## src/rtl/pc_call_stack_pkg.sv

```systemverilog
// Shared definitions for the program-counter call stack: state encoding,
// default stack depth and the level-width helper.
package arch_defs_pkg;

  typedef enum logic [1:0] {
    RUN    = 2'd0,
    HALTED = 2'd1,
    FAULT  = 2'd2
  } pc_state_t;

  localparam int PC_STACK_DEPTH = 4;

  function automatic int level_width(input int depth);
    return $clog2(depth + 1);
  endfunction

endpackage

```

## src/rtl/pc_call_stack_if.sv

```systemverilog
// Command/status bundle between a sequencer (master) and pc_call_stack (slave).
interface pc_call_stack_if #(
  parameter int ADDR_WIDTH  = 8,
  parameter int STACK_DEPTH = arch_defs_pkg::PC_STACK_DEPTH
);
  import arch_defs_pkg::*;

  localparam int LW = level_width(STACK_DEPTH);

  // Commands are level-sampled on every rising edge with no backpressure;
  // status outputs are all registered and valid every cycle.
  logic                  clear;
  logic                  enable;
  logic                  load;
  logic                  call;
  logic                  ret;
  logic                  halt;
  logic [ADDR_WIDTH-1:0] target;

  logic [ADDR_WIDTH-1:0] counter_out;
  logic [LW-1:0]         level;
  logic                  full;
  logic                  empty;
  logic                  overflow;
  logic                  underflow;
  logic                  halted;
  logic                  faulted;
  pc_state_t             state;

  modport master (
    output clear, enable, load, call, ret, halt, target,
    input  counter_out, level, full, empty, overflow, underflow,
           halted, faulted, state
  );

  modport slave (
    input  clear, enable, load, call, ret, halt, target,
    output counter_out, level, full, empty, overflow, underflow,
           halted, faulted, state
  );

endinterface

```

## src/rtl/pc_call_stack_lifo.sv

```systemverilog
// Return-address LIFO: registered level, uninitialised storage, top-of-stack
// read straight from the array.
module pc_lifo #(
  parameter int W     = 8,
  parameter int DEPTH = 4,
  parameter int LW    = 3
) (
  input  logic          clk,
  input  logic          reset,
  input  logic          clear,
  input  logic          push,
  input  logic          pop,
  input  logic [W-1:0]  din,
  output logic [W-1:0]  dout,
  output logic [LW-1:0] level,
  output logic          full,
  output logic          empty
);

  localparam int IW = (DEPTH > 1) ? $clog2(DEPTH) : 1;

  logic [W-1:0]  r_mem [DEPTH];
  logic [LW-1:0] r_level;
  logic [LW-1:0] w_top;

  assign w_top = r_level - LW'(1);
  assign dout  = r_mem[w_top[IW-1:0]];
  assign level = r_level;
  assign full  = (r_level == LW'(DEPTH));
  assign empty = (r_level == '0);

  // Contents are never reset; only entries below r_level are meaningful.
  always_ff @(posedge clk) begin
    if (push) r_mem[r_level[IW-1:0]] <= din;
  end

  always_ff @(posedge clk or negedge reset) begin
    if (!reset)      r_level <= '0;
    else if (clear)  r_level <= '0;
    else if (push)   r_level <= r_level + LW'(1);
    else if (pop)    r_level <= r_level - LW'(1);
  end

endmodule

```

## src/rtl/pc_call_stack.sv

```systemverilog
// Program counter with call/return stack and RUN/HALTED/FAULT state machine.
module pc_call_stack
  import arch_defs_pkg::*;
#(
  parameter int                    ADDR_WIDTH    = 8,
  parameter int                    STACK_DEPTH   = PC_STACK_DEPTH,
  parameter logic [ADDR_WIDTH-1:0] RESET_VECTOR  = '0,
  parameter bit                    HALT_ON_FAULT = 1'b1
) (
  input  logic            clk,
  input  logic            reset,
  pc_call_stack_if.slave  bus
);

  localparam int LW = level_width(STACK_DEPTH);

  logic [ADDR_WIDTH-1:0] r_counter;
  pc_state_t             r_state;
  logic                  r_overflow;
  logic                  r_underflow;

  logic                  w_run;
  logic                  w_push;
  logic                  w_pop;
  logic [ADDR_WIDTH-1:0] w_top;
  logic [LW-1:0]         w_level;
  logic                  w_full;
  logic                  w_empty;

  // Stack moves only when the command actually wins priority this cycle.
  assign w_run  = (r_state == RUN) && !bus.clear && !bus.halt;
  assign w_push = w_run && bus.call && !w_full;
  assign w_pop  = w_run && !bus.call && bus.ret && !w_empty;

  pc_lifo #(
    .W     (ADDR_WIDTH),
    .DEPTH (STACK_DEPTH),
    .LW    (LW)
  ) u_lifo (
    .clk   (clk),
    .reset (reset),
    .clear (bus.clear),
    .push  (w_push),
    .pop   (w_pop),
    .din   (r_counter),
    .dout  (w_top),
    .level (w_level),
    .full  (w_full),
    .empty (w_empty)
  );

  always_ff @(posedge clk or negedge reset) begin
    if (!reset) begin
      r_counter   <= RESET_VECTOR;
      r_state     <= RUN;
      r_overflow  <= 1'b0;
      r_underflow <= 1'b0;
    end else if (bus.clear) begin
      r_counter   <= RESET_VECTOR;
      r_state     <= RUN;
      r_overflow  <= 1'b0;
      r_underflow <= 1'b0;
    end else if (r_state == RUN) begin
      if (bus.halt) begin
        r_state <= HALTED;
      end else if (bus.call) begin
        if (w_full) begin
          r_overflow <= 1'b1;
          if (HALT_ON_FAULT) r_state <= FAULT;
        end else begin
          r_counter <= bus.target;
        end
      end else if (bus.ret) begin
        if (w_empty) begin
          r_underflow <= 1'b1;
          if (HALT_ON_FAULT) r_state <= FAULT;
        end else begin
          r_counter <= w_top;
        end
      end else if (bus.load) begin
        r_counter <= bus.target;
      end else if (bus.enable) begin
        r_counter <= r_counter + ADDR_WIDTH'(1);
      end
    end
  end

  assign bus.counter_out = r_counter;
  assign bus.level       = w_level;
  assign bus.full        = w_full;
  assign bus.empty       = w_empty;
  assign bus.overflow    = r_overflow;
  assign bus.underflow   = r_underflow;
  assign bus.halted      = (r_state == HALTED);
  assign bus.faulted     = (r_state == FAULT);
  assign bus.state       = r_state;

endmodule

```

## src/flat_wrapper.sv

```systemverilog
// flat-port wrapper written by rule: the top's interface ports become plain ports
module pc_call_stack_flat import arch_defs_pkg::*;
#(
  parameter int                    ADDR_WIDTH    = 8,
  parameter int                    STACK_DEPTH   = PC_STACK_DEPTH,
  parameter logic [ADDR_WIDTH-1:0] RESET_VECTOR  = '0,
  parameter bit                    HALT_ON_FAULT = 1'b1
)
  (clk, reset, bus_clear, bus_enable, bus_load, bus_call, bus_ret, bus_halt, bus_target, bus_counter_out, bus_level, bus_full, bus_empty, bus_overflow, bus_underflow, bus_halted, bus_faulted, bus_state);
  pc_call_stack_if #(.ADDR_WIDTH(ADDR_WIDTH), .STACK_DEPTH(STACK_DEPTH)) bus_i ();
  input  logic clk;
  input  logic reset;
  input wire logic [$bits(bus_i.clear)-1:0] bus_clear;
  input wire logic [$bits(bus_i.enable)-1:0] bus_enable;
  input wire logic [$bits(bus_i.load)-1:0] bus_load;
  input wire logic [$bits(bus_i.call)-1:0] bus_call;
  input wire logic [$bits(bus_i.ret)-1:0] bus_ret;
  input wire logic [$bits(bus_i.halt)-1:0] bus_halt;
  input wire logic [$bits(bus_i.target)-1:0] bus_target;
  output wire logic [$bits(bus_i.counter_out)-1:0] bus_counter_out;
  output wire logic [$bits(bus_i.level)-1:0] bus_level;
  output wire logic [$bits(bus_i.full)-1:0] bus_full;
  output wire logic [$bits(bus_i.empty)-1:0] bus_empty;
  output wire logic [$bits(bus_i.overflow)-1:0] bus_overflow;
  output wire logic [$bits(bus_i.underflow)-1:0] bus_underflow;
  output wire logic [$bits(bus_i.halted)-1:0] bus_halted;
  output wire logic [$bits(bus_i.faulted)-1:0] bus_faulted;
  output wire logic [$bits(bus_i.state)-1:0] bus_state;
  assign bus_i.clear = bus_clear;
  assign bus_i.enable = bus_enable;
  assign bus_i.load = bus_load;
  assign bus_i.call = bus_call;
  assign bus_i.ret = bus_ret;
  assign bus_i.halt = bus_halt;
  assign bus_i.target = bus_target;
  assign bus_counter_out = bus_i.counter_out;
  assign bus_level = bus_i.level;
  assign bus_full = bus_i.full;
  assign bus_empty = bus_i.empty;
  assign bus_overflow = bus_i.overflow;
  assign bus_underflow = bus_i.underflow;
  assign bus_halted = bus_i.halted;
  assign bus_faulted = bus_i.faulted;
  assign bus_state = bus_i.state;
  pc_call_stack #(.ADDR_WIDTH(ADDR_WIDTH), .STACK_DEPTH(STACK_DEPTH), .RESET_VECTOR(RESET_VECTOR), .HALT_ON_FAULT(HALT_ON_FAULT)) u_core (.clk(clk), .reset(reset), .bus(bus_i));
endmodule
```

## config.mk

```make
export PLATFORM = sky130hd
export DESIGN_NAME = pc_call_stack_flat
export DESIGN_NICKNAME = d
export VERILOG_FILES = /design/src/rtl/pc_call_stack_pkg.sv /design/src/rtl/pc_call_stack_if.sv /design/src/rtl/pc_call_stack_lifo.sv /design/src/rtl/pc_call_stack.sv /design/src/flat_wrapper.sv
export SDC_FILE = /design/constraint.sdc
export NUM_CORES = 1
export LEC_CHECK = 0
export CORE_UTILIZATION = 30
export CTS_BUF_LIST = sky130_fd_sc_hd__clkbuf_4 sky130_fd_sc_hd__clkbuf_8
export CTS_CLUSTER_DIAMETER = 50
export DETAILED_ROUTE_END_ITERATION = 16
export HOLD_SLACK_MARGIN = 0.12
export SLEW_MARGIN = 5
export SYNTH_ARGS = -nofsm -noshare
export SYNTH_HDL_FRONTEND = slang
export SYNTH_SLANG_ARGS = --single-unit
export TNS_END_PERCENT = 10
```

## constraint.sdc

```tcl
create_clock -name clk -period 2.05 [get_ports clk]
set_input_delay 0.615 -clock clk [delete_from_list [all_inputs] [get_ports clk]]
set_output_delay 0.615 -clock clk [all_outputs]
set_load 0.1 [all_outputs]
```

==> reports/results.ini, run 1 <==
[detailed_routing]
via_per_inst = 4.898
route.detailed.wl_per_inst_um = 16.17
wirelength_mm = 5.724
route.detailed.drc = 0
drtPass1Iterations = 5
first_iter_violations = 103
ant_nets = 0
num_vias = 1734

[synth]
synth_seq_area_share_pct = 57.82
synth-adder-area-share_pct = 3.249
synthCells = 191
synth_area_um2 = 2311
synth-compound-area-share_pct = 13.05
postSynthAreaPerCell_um2 = 12.10
synth_top_family_by_area = compound AO/OA/AOI/OAI gates
synth-warning-count = 0
synthXorXnorAreaFrac_pct = 2.274
ys_top_cells_by_area = edfxtp_1 42%, dfrtp_1 16%, mux4_2 3.9%, a21oi_1 3.5%, ha_1 3.2%
synth_common_cells = 32 x edfxtp_1, 18 x nor2_1, 16 x a21oi_1
synth_edf_count = 32
synth.top_cell.area_share_pct = 41.58
yosysMostFrequentCell = edfxtp_1
synth_fp_nets = 213
synth_cell_type_count = 42
ys_seq_elements = 47
ys_async_sr_fraction_pct = 31.91
synth-simple-area-share_pct = 12.62
muxShareOfSynthArea_pct = 7.417
ys.flop_type = edfxtp_1
synth_top_area_cell = edfxtp_1

[timing]
fin_tns_setup_ps = 0
hold_viol = 0
min_period_ps = 2022
timing.final.ws_setup_ps = 28.48
finalCritPeriodShare_pct = 98.61
holdWs_ps = 585.8
finalMaxSlewViolations = 0
rsz0062_at_grt = yes
clock_skew_ps = 12.58
final-setup-viol-count = 0
worstMarginPinSlew_ps = 413.5
fmax_mhz = 494.7
max-slew-margin-rel_pct = 72.35

[placed_design]
place.gp.congestion = 0.8297
dp_worst_setup_slack_ps = -356.1
io_buffers = 34
placedInstanceArea_um2 = 3233
hpwl_mm = 3.987

[power]
vdd_drop_max_v = 0.0005807
finalPower_w = 0.002950
power_density_nw_per_um2 = 874.9
leakagePower_nw = 1.315

[clock_tree]
cts_tree = done
h-tree-depth = 2
cts.path.max_buffers = 2
clock_latency_ps = 300
clk_pin_slew_worst_paths_ps = 90
cts.sinks = 47
ctsHoldBuffers = 0
cts_inserted_buffers = 5
clockRootBuffer = clkbuf_8

[worst_setup_path]
reg2reg_from = u_core.u_lifo.level[0]
worst-endpoint-arrival_ps = 1410
crit_fanout = 4
critical_path_class = reg -> out
crit_start = u_core.u_lifo.level[0]
cp-end-kind = output pin
crit_required_ps = 1430
startpoint_type = register

[min_path]
hold_class = reg -> reg
hp-start = u_core.bus.overflow

[floorplanning]
rows = 31
die_h_um = 89.77
core_um2 = 7331
start_util_pct = 31.52
die_w_um = 89.77
die_area_um2 = 8058
io_pins = 35

[global_routing]
grt_pass1_vias = 1717
grt_pass1_wl_mm = 9.183
grt_max_degree = 19
antenna_found_initial = 0
grt_overflow_total = 0
grtUsageTotal_pct = 14.77

[finish]
fill_cells = 654
syn2layout_area_growth_pct = 45.91
num-nets-final = 276
drive_above_1_share_pct = 33.33
antennaDiodeCount = 0
fin_area_um2 = 3372

[flow_run]
max-cap-violations = 0

[outcome]
outcome = finished clean

-- placed cells by master (no fill, tap or decap), types with 3 or more instances in the layout --
master | Yosys | final
clkbuf_8 | 0 | 6
nand3_1 | 3 | 3
edfxtp_1 | 32 | 32
o221ai_1 | 3 | 3
a21oi_1 | 16 | 15
dfrtp_1 | 15 | 12
o21ai_0 | 7 | 6
nor2_1 | 18 | 16
mux2i_1 | 7 | 7
a211oi_1 | 4 | 4
nor3_1 | 7 | 7
buf_12 | 0 | 21
mux4_2 | 4 | 4
o41ai_2 | 2 | 3
xnor2_1 | 4 | 4
inv_1 | 8 | 6
nand2_1 | 9 | 9
buf_4 | 1 | 29
clkdlybuf4s50_1 | 0 | 13
ha_1 | 6 | 5
-- path summary, 6_finish.rpt --
kind	end	cells past startpoint	slack [ps]
worst max-delay path	bus_full	4	30
worst min-delay path	u_core.bus.overflow	2	590
worst max register to register	u_core.bus.counter_out[1]	6	220
worst min register to register	u_core.bus.overflow	2	590
max in group asynchronous	u_core.bus.counter_out[6]	2	960
min in group asynchronous	u_core.u_lifo.level[0]	1	610
-- critical path: stages, from the launching register on --
cell	delay [ps]
dfrtp_4	510
inv_6	70
ha_4	160
and2_4	190
buf_12	180
-- timing repair --
action | 4_1_cts | 5_1_grt
buffers inserted | 0 | 1
pin swaps | 0 | 1
resized for setup | 2 | 9
setup endpoints to repair | 3 | 18
-- state kept, by name, indices dropped and copies added, names as in the netlist --
signal / cells
u_core.bus.underflow: 1
u_core.u_lifo.level: 3
u_core.bus.state: 2
u_core.u_lifo.r_mem: 32
u_core.bus.counter_out: 8
u_core.bus.overflow: 1
-- cell families after synthesis --
family | count (synthesis)
muxes | 12
and+or+nand+nor | 57
AOI/OAI and AO/OA | 45
xor gates and xnor gates | 6
adders and majority gates | 6
DFF | 47
buffers and inverters | 18
-- layer usage --
metal,GRT usage (%),up-vias,wire length (um),share of wire (%)
li1,-,835,-,-
met1,19.82,837,2637,46
met2,23.78,51,2741,48
met3,2.961,11,246,4.3
met4,5.055,0,99,1.7
met5,0,-,0,0
-- through the flow --
stage / utilization [%] / cells
after CTS: 45.50 / 353
final: 46.00 / 354
after global routing: 46.00 / 354
after global placement: 44.10 / 345
after detailed placement: 44.10 / 345
after floorplan: - / 191
-- power breakdown --
group | total, W | switching (W) | internal, W
clock | 0.000595 | 0.000319 | 0.000276
sequential | 0.00114 | 0.0000601 | 0.00108
combinational | 0.00121 | 0.000724 | 0.000490
total | 0.00295 | 0.00110 | 0.00185
-- area by class of cell --
| class | instances | area (um2) | share of cell area (%) |
|---|---|---|---|
| clock buffers | 6 | 82.58 | 2.449 |
| inverters | 8 | 38.79 | 1.150 |
| multi-input cells | 126 | 963.4 | 28.57 |
| clock inverters | 2 | 16.27 | 0.4824 |
| repair buffers | 66 | 804.5 | 23.86 |
| well taps | 99 | 123.9 | 3.673 |
| flip-flops and latches | 47 | 1343 | 39.81 |
Power figures use the tool's default switching activity.
==> inputs of run 2 (changes only) <==
Settings changed: HOLD_SLACK_MARGIN 0.12 to 0.1, TNS_END_PERCENT 10 to 50.
==> reports/results.ini, run 2 (synthesized netlist as in run 1, its figures left out) <==
[timing]
fmax_mhz = 483.9
timing.final.ws_setup_ps = -16.76
finalCritPeriodShare_pct = 100.8
clock_skew_ps = 8.652
holdWs_ps = 579.6
worstMarginPinSlew_ps = 422.7
max-slew-margin-rel_pct = 71.45
final-setup-viol-count = 1
rsz0062_at_grt = yes
min_period_ps = 2067
hold_viol = 0
finalMaxSlewViolations = 0

[detailed_routing]
first_iter_violations = 92
drtPass1Iterations = 4
wirelength_mm = 5.725
num_vias = 1759
route.detailed.wl_per_inst_um = 16.13
ant_nets = 0
route.detailed.drc = 0
via_per_inst = 4.955

[power]
leakagePower_nw = 1.297
power_density_nw_per_um2 = 871.3
finalPower_w = 0.002911
vdd_drop_max_v = 0.0005779

[placed_design]
io_buffers = 34
place.gp.congestion = 0.8168
numPlacedInstances = 347
dp_worst_setup_slack_ps = -279.7
hpwl_mm = 4.116

[floorplanning]
core_um2 = 7331
rows = 31
die_area_um2 = 8058
start_util_pct = 31.52
die_h_um = 89.77
io_pins = 35
die_w_um = 89.77

[worst_setup_path]
crit_chain = clkdlybuf4s50_1, o41ai_1, or2_1, buf_4, a21oi_1, a211oi_1
crit_fanout = 4
critPathSlowestCell = o41ai_1
r2r-end = u_core.bus.counter_out[0]
worst-endpoint-arrival_ps = 2280
cp_top_family = compound AO/OA/AOI/OAI gates
ff2ff_setup_slack_ps = 200
max_stage_delay_ps = 500
startpoint_type = input pin
reg2reg_from = u_core.u_lifo.level[0]
crit_required_ps = 2260
cp-end-kind = register
cp_num_cells = 6
worstSetupEndpoint = u_core.bus.counter_out[7]
critical_path_class = in -> reg
path_buf_inv = 2
worstRegToRegCells = 6
crit_start = bus_call

[finish]
mostFrequentLayoutCells = 32 x buf_4, 32 x edfxtp_1, 20 x buf_12
fin_cells = 355
antennaDiodeCount = 0
num-nets-final = 277
largest_register_ff_count = 32
drive_above_1_share_pct = 32.81
fill_cells = 661
syn2layout_area_growth_pct = 44.56

[outcome]
outcome = complete, but fails checks
violations = setup timing

[clock_tree]
h-tree-depth = 2
clock_latency_ps = 300
cts_inserted_buffers = 5
cts.sinks = 47
cts.path.max_buffers = 2
cts_tree = done
clockRootBuffer = clkbuf_8
ctsHoldBuffers = 0
cts_setup_buffers = 0
clk_pin_slew_worst_paths_ps = 80

[min_path]
hold_class = reg -> reg
whs_path_depth = 2

[global_routing]
grtUsageTotal_pct = 14.51
grt_overflow_total = 0
grt_pass1_wl_mm = 9.039
antenna_found_initial = 0
grt_pass1_vias = 1757
grt_max_degree = 19

[flow_run]
max-cap-violations = 0

run 2: changes by cell type in the layout (fill, tap and decap cells not counted), sizes merged:
cell	previous run	this run
clkdlybuf4s50	13	14
clkbuf	6	5
clkinv	1	2
buf	51	52
dlymetal6s2s	2	1
run 2: per-layer routing:
layer	vias to the layer above	track usage (%)	share of wire (%)
li1	837	-	-
met1	859	18.89	44
met2	53	23.21	48
met3	10	3.638	5.4
met4	0	5.601	2.3
met5	-	0	0
run 2: layout make-up:
| cell class | instances | area, um2 | area share (%) |
|---|---|---|---|
| flip-flops and latches | 47 | 1343 | 40.19 |
| multi-input cells | 126 | 953.4 | 28.54 |
| repair buffers | 67 | 793.3 | 23.75 |
| well taps | 99 | 123.9 | 3.708 |
| clock buffers | 5 | 68.82 | 2.060 |
| inverters | 8 | 38.79 | 1.161 |
| clock inverters | 3 | 20.02 | 0.5993 |
run 2: timing repair:
| item | 4_1_cts | 5_1_grt |
|---|---|---|
| setup endpoints to repair | 1 | 34 |
| pin swaps | 0 | 1 |
| gates resized for setup | 1 | 4 |
run 2: tightest hold or removal path, cell delays in order (launching register included):
cell,delay [ps]
dfrtp_1,410
a31oi_1,60
nor2_1,80
run 2: power breakdown:
group	internal, W	leakage (nW)	total (W)	switching (W)
Sequential	0.00108	0.490	0.00114	0.0000597
Combinational	0.000483	0.765	0.00121	0.000727
Clock	0.000238	0.0418	0.000560	0.000322
run 2: worst min path at each step:
stage                               startpoint  slack (ps)                        end
after global placement     u_core.bus.overflow         570        u_core.bus.overflow
after detailed placement  u_core.bus.underflow         570       u_core.bus.underflow
final                      u_core.bus.overflow         580        u_core.bus.overflow
after CTS                 u_core.bus.underflow         600       u_core.bus.underflow
after floorplan                          reset         320  u_core.bus.counter_out[0]
after global routing       u_core.bus.overflow         610        u_core.bus.overflow
run 2: metrics by stage:
stage	area [um2]	util (%)	setup TNS [ps]
after global placement	3238	44.17	-6947
after CTS	3328	45.40	0
after global routing	3341	45.57	-204.4
after floorplan	2390	-	-13640
final	3341	45.57	-16.76
after detailed placement	3238	44.17	-9686
==> inputs of run 3 (changes only) <==
Settings changed: CORE_MARGIN set to 2.
Clock period 2.05 ns to 2.55 ns, I/O delays scaled along.
==> reports/results.ini, run 3 (synthesized netlist as in run 1, its figures left out) <==
[worst_setup_path]
cp-end-kind = output pin
worstRegToRegCells = 7
startpoint_type = register
crit_required_ps = 1790
critical_path_class = reg -> out
crit_chain = inv_1, ha_1, nand2b_1, clkinvlp_4, buf_12
critPathSlowestCell = dfrtp_4
worst-endpoint-arrival_ps = 1570
max_stage_delay_ps = 480
crit_fanout = 4

[outcome]
outcome = finished clean

[global_routing]
grt_overflow_total = 0
grt_pass1_wl_mm = 9.280
grt_pass1_vias = 1789
grt_max_degree = 19
antenna_found_initial = 0
grtUsageTotal_pct = 14.20

[min_path]
hold_class = reg -> reg
whs_path_depth = 2

[clock_tree]
ctsHoldBuffers = 0
clock_latency_ps = 300
clk_pin_slew_worst_paths_ps = 80
cts.path.max_buffers = 2
cts_resized = 0
cts_inserted_buffers = 5
cts.sinks = 47
cts_tree = done
cts_setup_buffers = 0
clockRootBuffer = clkbuf_8
h-tree-depth = 2

[floorplanning]
io_pins = 35
rows = 32
die_area_um2 = 8421
die_w_um = 91.77
core_um2 = 7607
die_h_um = 91.77
start_util_pct = 30.38

[power]
power_density_nw_per_um2 = 715.0
leakagePower_nw = 1.192
vdd_drop_max_v = 0.0003319

[detailed_routing]
route.detailed.wl_per_inst_um = 15.75
via_per_inst = 4.946
route.detailed.drc = 0
ant_nets = 0
first_iter_violations = 131
wirelength_mm = 5.513
num_vias = 1731
drtPass1Iterations = 4

[finish]
syn2layout_area_growth_pct = 31.73
fill_cells = 744
mostFrequentLayoutCells = 39 x buf_4, 32 x edfxtp_1, 17 x nor2_1
num-nets-final = 269
fin_cells = 350
fin_area_um2 = 3044
antennaDiodeCount = 0
drive_above_1_share_pct = 27.42
largest_register_ff_count = 32
final_common_cell = buf_4

[placed_design]
place.gp.congestion = 0.8968
hpwl_mm = 4.109
io_buffers = 34
numPlacedInstances = 342
placedInstanceArea_um2 = 2955

[timing]
max-slew-margin-rel_pct = 74.47
worstMarginPinSlew_ps = 382.2
fmax_mhz = 428.7
finalCritPeriodShare_pct = 91.48
final-setup-viol-count = 0
rsz0062_at_grt = no
hold_viol = 0
clock_skew_ps = 9.262
finalMaxSlewViolations = 0
min_period_ps = 2333

[flow_run]
max-cap-violations = 0

run 3: cell types whose count changed in the layout (fill, tap and decap cells not counted), sizes merged:
| cell | delta |
|---|---|
| clkdlybuf4s50 | +1 |
| clkbuf | +1 |
| clkinv | -1 |
| dlymetal6s2s | -1 |
| buf | -8 |
run 3: layout make-up:
| class | count | area (um2) | area share [%] |
|---|---|---|---|
| Timing Repair Buffer | 59 | 543.0 | 17.84 |
| Tap cell | 102 | 127.6 | 4.192 |
| Multi-Input combinational cell | 126 | 909.6 | 29.88 |
| Inverter | 8 | 33.78 | 1.110 |
| Sequential cell | 47 | 1341 | 44.06 |
| Clock buffer | 6 | 76.32 | 2.507 |
| Clock inverter | 2 | 12.51 | 0.4110 |
run 3: metrics by stage:
| step | power (W) | hold slack (ps) | setup TNS, ps | setup slack, ps | util (%) |
|---|---|---|---|---|---|
| final | 0.002177 | 521.2 | 0 | 217.3 | 40.02 |
| after global routing | 0.002281 | 573.3 | 0 | 92.41 | 40.02 |
| after CTS | 0.002196 | 521.6 | 0 | 199.5 | 40.02 |
| after detailed placement | 0.001747 | 500.3 | 0 | 54.43 | 38.85 |
| after global placement | 0.001745 | 498.4 | 0 | 96.04 | 38.85 |
| after floorplan | 0.001502 | 469.4 | -789.7 | -217.4 | - |
run 3: worst max-delay path: cells and delay by family, from the launching register on:
kind	cells	cell delay, ps
flops	1	480
buf+inv	3	440
fa+ha+maj	1	220
simple gates	1	130
run 3: path summary, 6_finish.rpt:
| path | startpoint | to | slack [ps] |
|---|---|---|---|
| max | u_core.u_lifo.level[0] | bus_empty | 220 |
| min | u_core.bus.underflow | u_core.bus.underflow | 520 |
| max reg2reg | u_core.u_lifo.level[0] | u_core.bus.counter_out[4] | 570 |
| min reg2reg | u_core.bus.underflow | u_core.bus.underflow | 520 |
| max in group asynchronous | reset | u_core.u_lifo.level[0] | 1550 |
| min in group asynchronous | reset | u_core.bus.counter_out[6] | 780 |
run 3: where the power goes:
part           leakage, nW  internal (W)  switching, W
combinational        0.656      0.000269      0.000531
clock               0.0446      0.000203      0.000250
sequential           0.491      0.000868     0.0000564
total                 1.19       0.00134      0.000837
run 3: routing by layer:
layer | track usage, % | vias to the layer above | routed length [um]
met2 | 23.35 | 47 | 2678
met4 | 3.731 | 0 | 53
li1 | - | 820 | -
met3 | 2.712 | 7 | 275
met1 | 19.31 | 857 | 2506
met5 | 0 | - | 0
